File: config.mk
export PLATFORM = sky130hd
export DESIGN_NAME = token_fork
export DESIGN_NICKNAME = d
export VERILOG_FILES = /design/src/rtl/token_fork.sv
export SDC_FILE = /design/constraint.sdc
export NUM_CORES = 1
export LEC_CHECK = 0
export ABC_CLOCK_PERIOD_IN_PS = 1800
export BUFFER_PORTS_ARGS = -buffer_cell sky130_fd_sc_hd__buf_2
export CAP_MARGIN = 40
export CORE_UTILIZATION = 52
export CTS_CLUSTER_SIZE = 14
export DETAILED_ROUTE_END_ITERATION = 10
export PLACE_DENSITY = 0.79
export SETUP_SLACK_MARGIN = 0.1
export SKIP_CTS_REPAIR_TIMING = 1
export SLEW_MARGIN = 20
export SYNTH_ARGS = -nofsm -noshare
export SYNTH_HDL_FRONTEND = slang
export SYNTH_SLANG_ARGS = --single-unit
File: constraint.sdc
create_clock -name CP -period 1.8 [get_ports CP]
set_input_delay 0.27 -clock CP [delete_from_list [all_inputs] [get_ports CP]]
set_output_delay 0.27 -clock CP [all_outputs]
set_load 0.03 [all_outputs]
File: src/rtl/token_fork.sv
// token_fork: fans one result packet out into one or two join tokens over valid/ready
module token_fork #(
  parameter int TAG_W  = 18,
  parameter int DATA_W = 16,
  parameter int CNT_W  = 16
) (
  input  logic              CP,
  input  logic              MR,
  input  logic              IN_VALID,
  output logic              IN_READY,
  input  logic [TAG_W-1:0]  IN_TAG_A,
  input  logic              IN_LR_A,
  input  logic              IN_DUAL,
  input  logic [TAG_W-1:0]  IN_TAG_B,
  input  logic              IN_LR_B,
  input  logic [DATA_W-1:0] IN_DATA,
  output logic              OUT_VALID,
  input  logic              OUT_READY,
  output logic [TAG_W:0]    OUT_TOKEN,
  output logic [DATA_W-1:0] OUT_DATA,
  output logic [CNT_W-1:0]  TOK_CNT,
  output logic              DUP_ERR
);
  typedef enum logic [1:0] {IDLE, SEND_A, SEND_B} state_t;
  state_t              state_q, state_d;
  logic [TAG_W:0]      a_q, a_d, b_q, b_d, tok_q, tok_d;
  logic [DATA_W-1:0]   data_q, data_d, odata_q, odata_d;
  logic [CNT_W-1:0]    cnt_q, cnt_d;
  logic                dual_q, dual_d, dup_q, dup_d;
  logic                hs, last, acc, same;
  assign OUT_VALID = state_q != IDLE;
  assign OUT_TOKEN = tok_q;
  assign OUT_DATA  = odata_q;
  assign TOK_CNT   = cnt_q;
  assign DUP_ERR   = dup_q;
  // handshake decode, next state and the values the output registers take next
  always_comb begin
    hs       = OUT_VALID & OUT_READY;
    last     = (state_q == SEND_A & ~dual_q) | state_q == SEND_B;
    IN_READY = MR & (state_q == IDLE | (hs & last));
    acc      = IN_VALID & IN_READY;
    same     = IN_TAG_A == IN_TAG_B & IN_LR_A == IN_LR_B;
    state_d  = acc ? SEND_A
             : (hs & state_q == SEND_A & dual_q) ? SEND_B
             : hs ? IDLE : state_q;
    a_d      = acc ? {IN_TAG_A, IN_LR_A} : a_q;
    b_d      = acc ? {IN_TAG_B, IN_LR_B} : b_q;
    dual_d   = acc ? IN_DUAL & ~same : dual_q;
    data_d   = acc ? IN_DATA : data_q;
    tok_d    = state_d == SEND_A ? a_d : state_d == SEND_B ? b_d : '0;
    odata_d  = state_d == IDLE ? '0 : data_d;
    cnt_d    = (hs & ~&cnt_q) ? cnt_q + CNT_W'(1) : cnt_q;
    dup_d    = acc & IN_DUAL & same;
  end
  // state and output registers; reset discards any packet in flight
  always_ff @(posedge CP) begin
    if (!MR) begin
      state_q <= IDLE;
      a_q     <= '0;
      b_q     <= '0;
      dual_q  <= 1'b0;
      data_q  <= '0;
      tok_q   <= '0;
      odata_q <= '0;
      cnt_q   <= '0;
      dup_q   <= 1'b0;
    end else begin
      state_q <= state_d;
      a_q     <= a_d;
      b_q     <= b_d;
      dual_q  <= dual_d;
      data_q  <= data_d;
      tok_q   <= tok_d;
      odata_q <= odata_d;
      cnt_q   <= cnt_d;
      dup_q   <= dup_d;
    end
  end
endmodule

==> results of run 1 <==
[path summary, 6_finish.rpt]
kind	start	to	slack, ns	cells past startpoint
worst max-delay path	state_q[1]$_SDFF_PN0_	OUT_TOKEN[14]$_SDFF_PN0_	0.13	5
worst min-delay path	IN_DATA[6]	data_q[6]$_SDFF_PN0_	0.16	3
worst max register to register	state_q[1]$_SDFF_PN0_	OUT_TOKEN[14]$_SDFF_PN0_	0.13	5
worst min register to register	TOK_CNT[5]$_SDFFE_PN0P_	TOK_CNT[5]$_SDFFE_PN0P_	0.48	1
[per-stage QoR]
step | cell area (sq um) | hold slack (ns) | setup WS (ns) | power [mW]
floorplan | 4150 | 0.433 | 0.117 | 2.93
global placement | 4910 | 0.462 | 0.164 | 3.11
detailed placement | 4910 | 0.476 | -0.00292 | 3.14
CTS | 5100 | 0.151 | 0.00592 | 4.56
global route | 5140 | 0.163 | 0.0722 | 4.73
finish | 5140 | 0.164 | 0.126 | 4.54
[cell usage after synthesis (2+ instances only)]
library cell  count
o21ai_0           5
nand4_1           7
o211ai_1          3
nand2_1          19
a21oi_1           8
clkbuf_1          8
or4_1             4
nor2_1           75
nand3_1           8
o21a_1            2
dfxtp_1         109
o311a_1           2
buf_4             3
mux2i_1          61
and4_1            2
nor3_1            3
nor3b_1           2
buf_1             2
buf_6             4
xnor2_1          19
nand2b_1          5
inv_1             5
o31ai_1           4
o22ai_1          19
buf_2             3
nor2b_1           2
o2111ai_1         2
[power by group]
| part | internal, mW | switching, mW | total [mW] |
|---|---|---|---|
| Clock | 0.645 | 0.800 | 1.45 |
| Sequential | 2.50 | 0.0312 | 2.53 |
| Combinational | 0.242 | 0.321 | 0.563 |
| Total | 3.39 | 1.15 | 4.54 |
[final cells by class]
| type | count | area (sq um) | area share |
|---|---|---|---|
| Inverter | 6 | 22.5 | 0.00438 |
| Timing Repair Buffer | 128 | 756 | 0.147 |
| Multi-Input combinational cell | 270 | 1850 | 0.360 |
| Tap cell | 102 | 128 | 0.0248 |
| Clock buffer | 10 | 128 | 0.0248 |
| Clock inverter | 5 | 60.1 | 0.0117 |
| Sequential cell | 109 | 2200 | 0.427 |
[cells by family (layout without fill, tap and decap cells)]
kind of cell | after synthesis | in the layout | synth area share
buffers and inverters | 27 | 149 | 0.0381
DFF | 109 | 109 | 0.528
xor gates and xnor gates | 19 | 19 | 0.0403
AOI/OAI and AO/OA | 55 | 55 | 0.0923
muxes | 61 | 61 | 0.148
and+or+nand+nor | 134 | 134 | 0.151
adders and majority gates | 1 | 1 | 0.00303
[routing by layer]
metal,vias to the layer above,share of wire,GRT usage
met4,0,0.0077,0.0595
met5,-,0,0
met2,101,0.50,0.406
met3,8,0.062,0.0611
met1,1588,0.43,0.277
li1,1646,-,-
[tightest hold or removal path: stages]
cell and delay, ns:
buf_2 0.08, mux2i_1 0.07, nor2_1 0.08
[state kept, by name, summed over array words and instances (netlist names)]
| register | count |
|---|---|
| dual_q | 1 |
| TOK_CNT | 16 |
| OUT_DATA | 16 |
| a_q | 19 |
| state_q | 2 |
| data_q | 16 |
| OUT_TOKEN | 19 |
| b_q | 19 |
| DUP_ERR | 1 |
==> flow_summary.ini, run 1 <==
[logic_synthesis]
synthArstFlopShare = 0
synth_top_area_share = 0.528
syn_area_sq_um = 4130
yosysSeqAreaShare = 0.528
ys_seq_elements = 109
synthCells = 406
synth_cell_types = 47
synth_fp_nets = 466
synthFlopType = dfxtp_1
synth_edf_count = 0
yosysTopAreaCell = dfxtp_1
ys.warnings.count = 0
avgSynthCellArea_sq_um = 10.2
synth.area.top_cells = dfxtp_1 (53%), mux2i_1 (15%), nor2_1 (6.8%), xnor2_1 (4.0%), o22ai_1 (2.9%)

[timing]
worst_pin_slew_ns = 0.389
grt_setup_unrepaired = true
period_needed_ns = 1.67
slew_violations = 0
setup_viol = 0
hold_viol = 0
timing.final.crit_share = 0.930
final.setup.tns_ns = 0
relSlewSlack = 0.739
max_freq_mhz = 597
fin_skew_ns = 0.0115

[clock_network]
clock_latency_ns = 0.36
cts_inserted_buffers = 9
clk_path_buf_depth = 2
path_clk_slew_ns = 0.10
cts_root_buffer = clkbuf_8
htree_levels = 3
cts_tree = yes
clock_sinks = 109

[floorplanning]
rows = 32
die_w_um = 91.2
initial_utilization = 0.535
die-area_sq_um = 8310
core-area_sq_um = 7730
die_height_um = 91.2
ioPinCount = 113

[global_route]
grt_max_degree = 46
grt_pass1_wl_um = 15200
grt_overflow = 0
grt_usage = 0.230
first_global_vias = 3255
antenna_found_initial = 0

[worst_hold_path]
min_path_type = in -> reg

[power_and_ir_drop]
leakage_nw = 2.19
powerDensity_nw_per_um2 = 884
ir_worst_vdd_mv = 0.486

[cells_and_area]
final_common_cell = buf_2
fin_cells = 630
mostFrequentLayoutCells = buf_2 (112), dfxtp_1 (97), nor2_1 (75), mux2i_1 (55)
final_util = 0.665
fin_nets = 584
diodes = 0
fillers = 602
drive_gt1_frac = 0.324
syn_to_final_growth_pct = 24.3

[setup_path]
path_max_fanout = 8
crit_chain = nor2_2 -> o311a_4 -> buf_4 -> mux2i_1 -> o22ai_1
required_ns = 2.04
crit_family = compound AO/OA/AOI/OAI gates
critical_path_class = reg -> reg
cpPeakStageDelay_ns = 0.44
endpoint_kind = register
path_buf_inv = 1
critPathSlowestCell = o311a_4
critPathLaunchType = register
cp.arrival_ns = 1.91

[drt]
wl_um = 9340
drt-initial-drc-count = 98
wire_per_inst_um = 14.8
drc_errors = 0
drtPass1Iterations = 4
vias = 3343
viasPerCell = 5.31
ant_nets = 0

[placed_design]
hpwl_um = 6730
port-buffer-count = 112
gp_congestion = 0.775
dp_cells = 615

[outcome]
outcome = completed

[flow_run]
maxCapViolCount = 0
Note: power is estimated with default switching activity, not from simulation.
==> run 2: changes to the inputs <==
Settings changed: ABC_AREA set to 1, CORE_UTILIZATION 52 to 53.
==> flow_summary.ini, run 2 <==
[placed_design]
hpwl_um = 7180
dp_cells = 884
gp_congestion = 0.848
port-buffer-count = 112

[logic_synthesis]
synth_top_area_share = 0.458
synth_cell_types = 32
synthTopCellsByCount = nand2_1 (184), dfxtp_1 (109), nor2_1 (105)
yosysTopAreaCell = dfxtp_1
yosys.area_share.simple = 0.300
ys_seq_elements = 109
yosysSeqAreaShare = 0.458
synth-compound-area-share = 0.101
yosysMostFrequentCell = nand2_1
synth_fa_ha_area_frac = 0.00262
syn_area_sq_um = 4770
synth_top_family_by_area = simple AND/OR/NAND/NOR gates
synth.area.top_cells = dfxtp_1 (46%), nand2_1 (14%), nor2_1 (8.3%), inv_1 (7.5%), o21ai_0 (3.0%)
ys.warnings.count = 0
avgSynthCellArea_sq_um = 6.98
synthArstFlopShare = 0
synth_edf_count = 0
synth_xor_area_frac = 0.0220
synthMuxAreaShare = 0
synthFlopType = dfxtp_1
synth_fp_nets = 743
synthCells = 683

[clock_network]
cts_tree = yes
clock_sinks = 109
cts_root_buffer = clkbuf_8
htree_levels = 3
clock_latency_ns = 0.37
cts_inserted_buffers = 9
clk_path_buf_depth = 2
path_clk_slew_ns = 0.11

[power_and_ir_drop]
leakage_nw = 2.91
powerDensity_nw_per_um2 = 816
ir_worst_vdd_mv = 0.440

[cells_and_area]
final_common_cell = nand2_1
diodes = 0
syn_to_final_growth_pct = 18.9
fin_nets = 852
mostFrequentLayoutCells = nand2_1 (184), buf_2 (112), dfxtp_1 (107), nor2_1 (103), inv_1 (95)
fillers = 766
fin_cells = 905
drive_gt1_frac = 0.226
register_area_sq_um = 2190
multi_input_area_sq_um = 2080

[drt]
wl_um = 10500
wire_per_inst_um = 11.6
viasPerCell = 4.84
top_layer = met4
drc_errors = 0
drtPass1Iterations = 4
ant_nets = 0
wl_met1_um = 4690
drt-initial-drc-count = 125
dr_wl_met2_um = 5000
wl_met3_um = 673
vias = 4381

[timing]
fin_skew_ns = 0.0119
setup_viol = 0
max_freq_mhz = 600
period_needed_ns = 1.67
hold_viol = 0
relSlewSlack = 0.645
timing.final.crit_share = 0.926
grt_setup_unrepaired = false
final.setup.tns_ns = 0
worst_pin_slew_ns = 0.533
slew_violations = 0

[floorplanning]
die_w_um = 96.9
die_height_um = 96.9
die-area_sq_um = 9380
rows = 34
ioPinCount = 113
initial_utilization = 0.547
core-area_sq_um = 8720

[setup_path]
cp.arrival_ns = 1.93
cpPeakStageDelay_ns = 0.41
endpoint_kind = register
required_ns = 2.06
path_common_cell = nand3_2
crit_chain = ha_4 -> nand3_2 -> nor3_4 -> nand3_2 -> nand2_8 -> buf_4 -> xor2_1 -> nor2_1
critPathSlowestCell = dfxtp_4
path_max_fanout = 6
critPathLaunchType = register
critical_path_class = reg -> reg

[global_route]
first_global_vias = 4117
grt_overflow = 0
grt_pass1_wl_um = 17600
grt_max_degree = 53
antenna_found_initial = 0
grt_usage = 0.226

[outcome]
outcome = completed

[worst_hold_path]
min_path_type = in -> reg

[flow_run]
maxCapViolCount = 0
[run 2: changes by cell type after synthesis, sizes merged, moves of 8 or more]
cell   change
a21oi     +14
and2       +8
inv       +97
mux2i     -61
nand2    +167
nand3     +22
nor2      +33
o21ai     +54
o22ai     -19
xnor2     -13
[run 2: cell families (layout without fill, tap and decap cells)]
family | count (synthesis) | in the layout
DFF | 109 | 109
xor gates and xnor gates | 12 | 12
adders and majority gates | 1 | 1
and+or+nand+nor | 345 | 345
buffers and inverters | 131 | 245
AOI/OAI and AO/OA | 85 | 85
[run 2: metal layers]
layer  vias to the layer above  GRT usage
li1                       2295          -
met1                      1962      0.278
met2                       113      0.384
met3                        11     0.0477
met4                         0     0.0918
met5                         -          0
[run 2: report_power, final]
group / internal, mW / switching, mW
logic: 0.226 / 0.412
clock network: 0.537 / 0.897
registers: 2.52 / 0.0331
total: 3.28 / 1.34
[run 2: final timing paths]
path | from | end | slack (ns) | cells past startpoint
setup / recovery | TOK_CNT[0]$_SDFFE_PN0P_ | TOK_CNT[0]$_SDFFE_PN0P_ | 0.13 | 8
hold / removal | IN_DATA[14] | data_q[14]$_SDFF_PN0_ | 0.15 | 3
setup reg to reg | TOK_CNT[0]$_SDFFE_PN0P_ | TOK_CNT[0]$_SDFFE_PN0P_ | 0.13 | 8
hold reg to reg | a_q[5]$_SDFF_PN0_ | a_q[5]$_SDFF_PN0_ | 0.46 | 2
[run 2: critical path: cells and delay by family, from the launching register on]
kind	cells	cell delay [ns]
xor gates and xnor gates	1	0.15
adders and majority gates	1	0.16
buffers and inverters	1	0.13
DFF	1	0.41
and+or+nand+nor	5	0.71
[run 2: per-stage QoR]
step / hold slack, ns / util / power [mW] / setup WS, ns / cell area, sq um
6_report: 0.146 / 0.650 / 4.63 / 0.132 / 5670
5_1_grt: 0.151 / 0.650 / 4.85 / 0.0704 / 5670
4_1_cts: 0.132 / 0.639 / 4.64 / 0.0439 / 5580
3_5_place_dp: 0.445 / 0.618 / 3.23 / 0.0924 / 5390
3_3_place_gp: 0.438 / 0.618 / 3.21 / 0.162 / 5390
2_1_floorplan: 0.412 / - / 3.05 / 0.209 / 4770
[run 2: final cells by class]
type                       count  share of cell area
tap                          108              0.0238
timing repair buffer         126               0.122
clock buffer                   9              0.0218
multi-input combinational    443               0.367
clock inverter                 7              0.0117
inverter                     103              0.0682
sequential                   109               0.386
==> run 3: changes to the inputs <==
Settings changed: ABC_AREA 1 to not set, CORE_UTILIZATION 53 to 45, MAX_ROUTING_LAYER set to met4, PLACE_DENSITY 0.79 to 0.7.
==> flow_summary.ini, run 3 (synthesis gave the netlist of run 1 again) <==
[outcome]
outcome = complete, but fails checks
violations = DRC

[power_and_ir_drop]
p_sw_mw = 1.17
totalPowerFinal_mw = 4.45
comb_power_share = 0.121
powerDensity_nw_per_um2 = 870
p_int_mw = 3.29
p_seq_frac = 0.570
leakage_nw = 2.19
swShare = 0.262
p_clk_frac = 0.309
ir_worst_vdd_mv = 0.700

[timing]
fin_ws_ns = 0.175
relSlewSlack = 0.689
grt_setup_unrepaired = true
hold_viol = 0
setup_viol = 0
hold_ws_ns = 0.167
fin_skew_ns = 0.0103
worst_pin_slew_ns = 0.467
slew_violations = 0
max_freq_mhz = 615
timing.final.crit_share = 0.903
final.setup.tns_ns = 0
period_needed_ns = 1.62

[floorplanning]
die_height_um = 97.8
rows = 34
die_w_um = 97.8
core-area_sq_um = 8810
die-area_sq_um = 9570
ioPinCount = 113
initial_utilization = 0.469

[setup_path]
required_ns = 2.11
endpoint_kind = register
startpoint = TOK_CNT[0]$_SDFFE_PN0P_
rrSetupSlack_ns = 0.18
path_max_fanout = 6
ff2ff_path_depth = 5
reg2reg_from = TOK_CNT[0]$_SDFFE_PN0P_
cp.arrival_ns = 1.93
r2r_end = TOK_CNT[15]$_SDFFE_PN0P_
critical_path_class = reg -> reg
critPathLaunchType = register

[worst_hold_path]
hold_depth = 3
min_to = data_q[7]$_SDFF_PN0_
worstHoldStart = IN_DATA[7]
min_path_type = in -> reg

[global_route]
grt_overflow = 0
grt_max_degree = 50
grt_pass1_wl_um = 15100
grt_usage = 0.203
first_global_vias = 3319
antenna_found_initial = 0

[cells_and_area]
finalInstanceArea_sq_um = 5110
final_common_cell = buf_2
syn_to_final_growth_pct = 23.7
final_util = 0.581
fin_nets = 586
fillers = 778
drive_gt1_frac = 0.330
fin_cells = 638
mostFrequentLayoutCells = buf_2 (112), dfxtp_1 (94), nor2_1 (75), mux2i_1 (55)
diodes = 0

[clock_network]
htree_levels = 3
path_clk_slew_ns = 0.10
clock_sinks = 109
clk_path_buf_depth = 2
cts_root_buffer = clkbuf_8
cts_tree = yes
cts_inserted_buffers = 9
clock_latency_ns = 0.36

[placed_design]
hpwl_um = 6620
gp_congestion = 0.804
dp_cells = 621
port-buffer-count = 112
pre_cts_ws_ns = 0.0651
placed_area_sq_um = 4880

[drt]
vias = 3340
viasPerCell = 5.24
wire_per_inst_um = 14.5
drt-initial-drc-count = 135
wl_um = 9240
drtPass1Iterations = 7
ant_nets = 0
drc_errors = 10

[flow_run]
maxCapViolCount = 0
-- run 3: cell types whose count changed in the layout (fill, tap and decap cells not counted), sizes merged, moves of 6 or more --
cell   change
o22ai     +19
nand2    -167
xor2       -6
nand3     -22
o21ai     -54
mux2i     +61
xnor2     +13
nor2      -33
inv       -99
nor3       -6
and2       -8
a21oi     -14
-- run 3: worst max path at each step --
stage | slack [ns] | end | cells after the start
2_1_floorplan | 0.12 | TOK_CNT[0]$_SDFFE_PN0P_ | 4
3_3_place_gp | 0.12 | OUT_DATA[5]$_SDFF_PP0_ | 5
3_5_place_dp | 0.07 | OUT_TOKEN[7]$_SDFF_PN0_ | 6
4_1_cts | 0.04 | OUT_TOKEN[7]$_SDFF_PN0_ | 5
5_1_grt | 0.07 | OUT_TOKEN[3]$_SDFF_PN0_ | 5
6_report | 0.18 | TOK_CNT[15]$_SDFFE_PN0P_ | 5
-- run 3: cell type report --
cell class | count | area, sq um | area share
timing repair buffer | 130 | 733 | 0.143
sequential | 109 | 2200 | 0.430
multi-input combinational | 270 | 1840 | 0.360
tap | 108 | 135 | 0.0264
inverter | 6 | 22.5 | 0.00440
clock buffer | 10 | 138 | 0.0269
clock inverter | 5 | 45.0 | 0.00881
-- run 3: routing by layer --
layer  vias up  global-route usage  share of wire
met5         -                   -              0
met4         0              0.0851          0.022
met3        16              0.0601          0.053
met2        82               0.345           0.50
met1      1585               0.222           0.43
li1       1657                   -              -
-- run 3: worst max-delay path, stage by stage (launching register included) --
cell and delay, ns:
dfxtp_2 0.35, ha_1 0.23, nand2_1 0.13, o2111ai_1 0.24, or4_1 0.47, a21oi_1 0.14
-- run 3: power groups by stage --
| stage | clock [mW] | combinational (mW) | sequential (mW) |
|---|---|---|---|
| after detailed placement | 0 | 0.534 | 2.59 |
| after global routing | 1.53 | 0.586 | 2.55 |
| after CTS | 1.43 | 0.535 | 2.53 |
| final | 1.38 | 0.540 | 2.54 |
| after global placement | 0 | 0.522 | 2.59 |
| after floorplan | 0 | 0.299 | 2.63 |
